### src/rtl/roll_uart_rx.sv
//==============================================================================
// Module      : roll_uart_rx
// Description : UART receiver for the die-roll stream (8N1, or 8E1 when
//               ROLL_RX_PARITY_EN is defined) with valid/ack handshake.
// Revision    : 1.0 - initial release
//==============================================================================
`default_nettype none

module roll_uart_rx #(
  parameter int CLKS_PER_BIT = 434
) (
  input  logic       i_clk,
  input  logic       i_reset_n,
  input  logic       i_rx,
  input  logic       i_ack,
  output logic [7:0] o_data,
  output logic [4:0] o_roll,
  output logic       o_valid,
  output logic       o_frame_err,
  output logic       o_overrun,
  output logic       o_busy
);

  localparam int c_cnt_w = (CLKS_PER_BIT > 1) ? $clog2(CLKS_PER_BIT) : 1;
  localparam logic [c_cnt_w-1:0] c_half = c_cnt_w'(CLKS_PER_BIT / 2);
  localparam logic [c_cnt_w-1:0] c_last = c_cnt_w'(CLKS_PER_BIT - 1);

`ifdef ROLL_RX_PARITY_EN
  typedef enum logic [2:0] {
    ST_IDLE   = 3'd0,
    ST_START  = 3'd1,
    ST_DATA   = 3'd2,
    ST_PARITY = 3'd3,
    ST_STOP   = 3'd4
  } state_t;
`else
  typedef enum logic [2:0] {
    ST_IDLE  = 3'd0,
    ST_START = 3'd1,
    ST_DATA  = 3'd2,
    ST_STOP  = 3'd4
  } state_t;
`endif

  state_t               r_state;
  logic                 r_rx_meta;
  logic                 r_rx_sync;
  logic [c_cnt_w-1:0]   r_cnt;
  logic [2:0]           r_bitcnt;
  logic [7:0]           r_shift;
  logic [7:0]           r_data;
  logic                 r_valid;
  logic                 r_frame_err;
  logic                 r_overrun;
  logic                 r_busy;
  logic                 r_break;
  logic                 w_stop_ok;
`ifdef ROLL_RX_PARITY_EN
  logic                 r_par_err;

  assign w_stop_ok = r_rx_sync && !r_par_err;
`else
  assign w_stop_ok = r_rx_sync;
`endif

  always_ff @(posedge i_clk or negedge i_reset_n) begin
    if (!i_reset_n) begin
      r_state     <= ST_IDLE;
      r_rx_meta   <= 1'b1;
      r_rx_sync   <= 1'b1;
      r_cnt       <= '0;
      r_bitcnt    <= '0;
      r_shift     <= '0;
      r_data      <= '0;
      r_valid     <= 1'b0;
      r_frame_err <= 1'b0;
      r_overrun   <= 1'b0;
      r_busy      <= 1'b0;
      r_break     <= 1'b0;
`ifdef ROLL_RX_PARITY_EN
      r_par_err   <= 1'b0;
`endif
    end else begin
      r_rx_meta   <= i_rx;
      r_rx_sync   <= r_rx_meta;
      r_frame_err <= 1'b0;
      r_overrun   <= 1'b0;
      // A byte landing in the ack cycle overrides this clear further down
      if (i_ack) r_valid <= 1'b0;

      case (r_state)
        ST_IDLE: begin
          r_cnt    <= '0;
          r_bitcnt <= '0;
          // After a framing error the line must go high before a new start counts
          if (r_break) begin
            if (r_rx_sync) r_break <= 1'b0;
          end else if (!r_rx_sync) begin
            r_state <= ST_START;
            r_busy  <= 1'b1;
          end
        end
        ST_START: begin
          if (r_cnt == c_half) begin
            r_cnt <= '0;
            if (r_rx_sync) begin
              r_state <= ST_IDLE;
              r_busy  <= 1'b0;
            end else begin
              r_state <= ST_DATA;
            end
          end else begin
            r_cnt <= r_cnt + 1'b1;
          end
        end
        ST_DATA: begin
          if (r_cnt == c_last) begin
            r_cnt    <= '0;
            r_shift  <= {r_rx_sync, r_shift[7:1]};
            r_bitcnt <= r_bitcnt + 1'b1;
            if (r_bitcnt == 3'd7) begin
`ifdef ROLL_RX_PARITY_EN
              r_state <= ST_PARITY;
`else
              r_state <= ST_STOP;
`endif
            end
          end else begin
            r_cnt <= r_cnt + 1'b1;
          end
        end
`ifdef ROLL_RX_PARITY_EN
        ST_PARITY: begin
          if (r_cnt == c_last) begin
            r_cnt     <= '0;
            r_par_err <= ^{r_shift, r_rx_sync};
            r_state   <= ST_STOP;
          end else begin
            r_cnt <= r_cnt + 1'b1;
          end
        end
`endif
        ST_STOP: begin
          if (r_cnt == c_last) begin
            r_cnt   <= '0;
            r_state <= ST_IDLE;
            r_busy  <= 1'b0;
            if (w_stop_ok) begin
              if (r_valid && !i_ack) begin
                r_overrun <= 1'b1;
              end else begin
                r_data  <= r_shift;
                r_valid <= 1'b1;
              end
            end else begin
              r_frame_err <= 1'b1;
              r_break     <= 1'b1;
            end
          end else begin
            r_cnt <= r_cnt + 1'b1;
          end
        end
        default: begin
          r_state <= ST_IDLE;
          r_busy  <= 1'b0;
        end
      endcase
    end
  end

  assign o_data      = r_data;
  assign o_roll      = r_data[4:0];
  assign o_valid     = r_valid;
  assign o_frame_err = r_frame_err;
  assign o_overrun   = r_overrun;
  assign o_busy      = r_busy;

endmodule

`default_nettype wire
### config.mk
export PLATFORM = sky130hd
export DESIGN_NAME = roll_uart_rx
export DESIGN_NICKNAME = d
export VERILOG_FILES = /design/src/rtl/roll_uart_rx.sv
export SDC_FILE = /design/constraint.sdc
export NUM_CORES = 1
export LEC_CHECK = 0
export ABC_AREA = 1
export CAP_MARGIN = 40
export CORE_ASPECT_RATIO = 0.8
export CORE_MARGIN = 4
export CORE_UTILIZATION = 56
export CTS_CLUSTER_SIZE = 10
export DETAILED_ROUTE_END_ITERATION = 16
export DONT_BUFFER_PORTS = 1
export PLACE_DENSITY = 0.72
export SKIP_LAST_GASP = 1
export SLEW_MARGIN = 30
export SYNTH_ARGS = -nofsm -noshare
export SYNTH_HDL_FRONTEND = slang
export SYNTH_SLANG_ARGS = --single-unit
export TNS_END_PERCENT = 30
### constraint.sdc
create_clock -name i_clk -period 1.33 [get_ports i_clk]
set_input_delay 0.266 -clock i_clk [delete_from_list [all_inputs] [get_ports i_clk]]
set_output_delay 0.266 -clock i_clk [all_outputs]
set_load 0.01 [all_outputs]
== Word level (Yosys, flattened, before mapping) ==
Cells that the tools add are included.
Storage, ports and cells
  register bits after elaboration: 38
  input port bits: 4
  output and inout port bits: 17
Cells by class
  add/subtract/negate cells: 2
  equality and inequality tests: 14
  multiplexer cells: 34
  bitwise logic cells: 2
  reductions and logical operators: 13
Operators with widths (number)
  case mux 9 bit (3 select lines): 1
  two-way mux 3 bit: 7
  two-way mux 1 bit: 19
  two-way mux 9 bit: 2
  != test 2 bit, second input constant: 8
  case mux 3 bit (4 select lines): 1
  AND reduction 6 bit: 2
  adder 9 x 1 -> 9 bit, second input constant: 1
  == test 9 x 8 -> 1 bit, second input constant: 1
  == test 9 bit, second input constant: 1
  == test 3 bit, second input constant: 2
  case mux 3 bit (2 select lines): 1
  case mux 1 bit (4 select lines): 1
  AND reduction 2 bit: 2
  AND reduction 4 bit: 1
  nonzero test 2 bit: 2
  adder 3 x 1 -> 3 bit, second input constant: 1
  == test 3 x 1 -> 1 bit, second input constant: 1
  == test 3 x 2 -> 1 bit, second input constant: 1
  logical NOT 3 bit: 1
  AND reduction 3 bit: 1
  nonzero test 3 bit: 1
  two-way mux 2 bit: 1
  inverter 1 bit: 2
  4 further kinds: 4

== Logic depth before layout (Yosys ltp) ==
Gate-level depths: netlist of run 1.
  depth after elaboration: 6
  mapped depth: 10
  gate-level depth less buffers: 10

== Worst setup path after synthesis of run 1 ==
No wires, ideal clock.
  kind: register -> register
  start: register r_cnt[1]
  end: register r_bitcnt[1]
  library setup time: 123 ps
  arrival: 1244 ps
  path slack: -37 ps
  cell stages (with the launch flop): 9
  clock period less this slack: 1367 ps
  cell sequence: dfrtp_1 > inv_1 > ha_1 > nand2_1 > nor2_2 > nand3_1 > buf_2 > nand3_1 > o21ai_1
Between the ends
  cells in the longest elaborated chain, start to end: 3
Ends and longest elaborated chain
  start: declaration: line 48  | logic [c_cnt_w-1:0] r_cnt;
  start signal: assignment: line 113  | r_cnt <= r_cnt + 1'b1;
  start signal: assignment: line 129  | r_cnt <= r_cnt + 1'b1;
  start signal: assignment: line 160  | r_cnt <= r_cnt + 1'b1;
  == test 9 bit: line 117  | if (r_cnt == c_last) begin
  != test 2 bit (no line)
  AND reduction 2 bit (no line)
  end signal: assignment: line 120  | r_bitcnt <= r_bitcnt + 1'b1;
  end: declaration: line 49  | logic [2:0] r_bitcnt;
No other way between the ends.
A chain may end at the register's enable or synchronous reset.

== Worst setup path in the final report of run 1 ==
  start: register r_cnt[1]
  end: register r_state[2]
Between the ends
  cells in the longest elaborated chain, start to end: 3
  elaborated cells between the ends (all ways): 6
Ends and longest elaborated chain
  == test 9 bit / == test 9 x 8 -> 1 bit (equally long branches): line 117, 144, 104
  != test 2 bit (no line)
  AND reduction 6 bit (no line) (*)
  end signal: assignment: line 125  | r_state <= ST_STOP;
  end signal: assignment: line 146  | r_state <= ST_IDLE;
  end signal: assignment: line 164  | r_state <= ST_IDLE;
  end: declaration: line 45  | state_t r_state;
Mark *: on every way between the ends. The rest lies on a longest branch, timed or not.

==> flow_summary.yaml, run 1 <==
outcome:
  status: "complete, but fails checks"
  violations: "setup timing"
die:
  core_area_mm2: 0.00313
  start_util_pct: 59.5
  rows: 18
  die_area_mm2: 0.00432
  boundaryPins: 21
  die_w_um: 72.5
  die_height_um: 59.6
timing:
  fmax_mhz: 688
  hold_slack_ns: 0.143
  maxSlewHeadroom_pct: 79.9
  grt_setup_unrepaired: "true"
  tightest_slew_ns: 0.302
  period_share_pct: 109
  finalSetupViolations: 34
  fin_crit_ns: 1.45
  drv_slew: 0
  timing.final.ws_setup_ns: -0.124
  finClkSkew_ns: 0.0136
  hold_viol_final: 0
cts:
  clk_latency_ns: 0.29
  clk_pin_slew_ns: 0.08
  ctsRootBufferMaster: "clkbuf_8"
  cts_tree: "yes"
  htreeDepth: 2
  clock_path_buffers: 2
  cts_made_buffers: 5
  clock-sinks: 38
synthesis:
  synth.net_count: 226
  synth_cell_types: 25
  synth_area_mm2: 0.00186
  avgSynthCellArea_um2: 8.55
  yosys_warnings: 0
  syn_inst: 218
  synth_largest_area_cell: "dfrtp_1"
  yosysSeqAreaShare_pct: 51.2
  synth_top_area_share_pct: 48.4
  synth_area_leaders: "dfrtp_1 (48%), nand2_1 (10%), inv_1 (5.4%)"
  ys_seq_elements: 38
global_route:
  first_global_vias: 1554
  grt_pass1_wl_mm: 7.00
  grt_antenna_before_repair: 0
  track_usage_pct: 21.5
  overflow: 0
  grt_max_degree: 39
layout:
  area_delta_synth_final_pct: 28.6
  nets: 256
  num_antenna_cells: 0
  fin_area_mm2: 0.00240
  final_cells: 289
  drive_above_1_share_pct: 35.3
  post-route-util_pct: 76.5
critical_path:
  r2r_cells: 9
  critPathLaunchType: "register"
  cp.arrival_ns: 1.68
  cp.required_ns: 1.55
  endpoint_kind: "register"
  r2r_end: "r_state[2]"
  ff2ff_setup_slack_ns: -0.12
  r2r-start: "r_cnt[1]"
  critPathKind: "register to register"
  critPathMaxFanout: 5
place:
  dpl-instance-area_mm2: 0.00206
  io_buffer_count: 0
  dp_cells: 272
  hpwl_mm: 2.69
  gp_congestion: 0.820
detailed_routing:
  wl_per_cell_um: 14.9
  wl_met3_um: 268
  avgViaCountPerCell: 5.49
  detail-route-antenna-nets: 0
  routed_wl_mm: 4.32
  top_layer_used: "met4"
  dr_total_vias: 1588
  route.detailed.drc: 0
  dr.pass1.iters: 4
  drt-initial-drc-count: 143
  wl_met2_mm: 2.15
  wl_met1_mm: 1.83
job:
  drv_cap: 0
hold_path:
  min_from: "i_ack"
  min_path_type: "input pin to register"
  hold_end: "o_overrun"
  worst_hold_path.num_cells: 3
power_and_ir_drop:
  power.density_mw_per_mm2: 902
  leakage_nw: 1.13
  irDropWorstVdd_uv: 971
==> flip-flops by register name, indices dropped and copies added (netlist names) <==
| signal | flops |
|---|---|
| r_shift | 8 |
| r_rx_meta | 1 |
| r_rx_sync | 1 |
| o_busy | 1 |
| r_bitcnt | 3 |
| o_overrun | 1 |
| o_data | 8 |
| o_frame_err | 1 |
| r_state | 3 |
| o_valid | 1 |
| r_break | 1 |
| r_cnt | 9 |
==> final cells by class <==
type | count | area (um^2)
clock buffers | 7 | 76.3
flip-flops and latches | 38 | 955
fillers | 206 | 734
repair buffers | 32 | 304
clock inverters | 1 | 30.0
well taps | 40 | 50.0
multi-input cells | 141 | 868
inverters | 30 | 113
==> critical path, stage by stage (launching register included) <==
cell     delay [ns]
dfrtp_1        0.40
inv_2          0.10
ha_4           0.16
nand2_2        0.07
nor2_4         0.14
nand2_4        0.10
nand2_4        0.10
buf_4          0.11
nand4_1        0.11
nand2_1        0.08
==> worst max path at each step <==
stage | cells after the start | slack, ns | from | end
after global placement | 9 | -0.1 | r_cnt[1] | r_cnt[5]
final | 9 | -0.12 | r_cnt[1] | r_state[2]
after floorplan | 9 | -0.02 | r_cnt[1] | o_busy
after global routing | 7 | -0.23 | r_state[0] | r_cnt[3]
after CTS | 9 | -0.09 | r_cnt[1] | o_data[5]
after detailed placement | 9 | -0.17 | r_cnt[1] | r_cnt[6]
==> per-layer routing <==
metal / track usage (%) / up-vias
li1: - / 748
met1: 28.4 / 775
met2: 34.1 / 56
met3: 6.27 / 9
met4: 7.63 / 0
met5: 0 / -
==> metrics by stage <==
| stage | setup WS (ns) | power, mW | TNS (ns) |
|---|---|---|---|
| floorplan | -0.0229 | 1.19 | -0.106 |
| global placement | -0.0983 | 1.20 | -1.19 |
| detailed placement | -0.170 | 1.20 | -2.69 |
| CTS | -0.0944 | 2.17 | -1.51 |
| global route | -0.225 | 2.23 | -5.56 |
| finish | -0.124 | 2.16 | -2.76 |
==> report_power, final <==
group / switching [mW] / leakage, nW / internal [mW]
Combinational: 0.0313 / 0.575 / 0.0158
Sequential: 0.00130 / 0.502 / 1.16
Clock: 0.390 / 0.0524 / 0.561
==> placed cells by master (no fill, tap or decap), drive strengths merged, types with 4 or more instances in the layout <==
master	count
nand4	4
clkbuf	8
nand2	58
o21ai	24
ha	4
a21oi	8
nor2	23
inv	30
buf	29
nand3	15
dfrtp	36
==> Yosys cell counts, drive strengths merged <==
library cell  instances
nor3                  2
dfstp                 2
xor2                  2
nand3                15
buf                   9
a21oi                 8
o22ai                 1
inv                  30
dfrtp                36
o21ai                24
nand4                 4
nor2                 23
nand2                58
ha                    4
==> timing repair <==
| action | CTS | global route |
|---|---|---|
| endpoints found under the hold margin | 39 | 0 |
| pin swaps | 13 | 6 |
| endpoints found under the setup margin | 34 | 34 |
| cloned | 0 | 1 |
| setup buffers | 3 | 2 |
| hold buffers | 3 | 0 |
| resized for setup | 24 | 15 |
==> kinds of logic after synthesis <==
group,after synthesis,share of synthesized area [%]
simple gates,102,25.2
flops,38,51.2
compound gates,33,10.5
fa+ha+maj,4,2.69
xor+xnor,2,0.940
buf+inv,39,9.47
(Power assumes the default switching activity.)
==> run 2: changes to the inputs <==
- CTS_CLUSTER_DIAMETER: not set -> 60
==> results of run 2 <==
No change in the layout: final DEF, timing and power equal those of run 1.
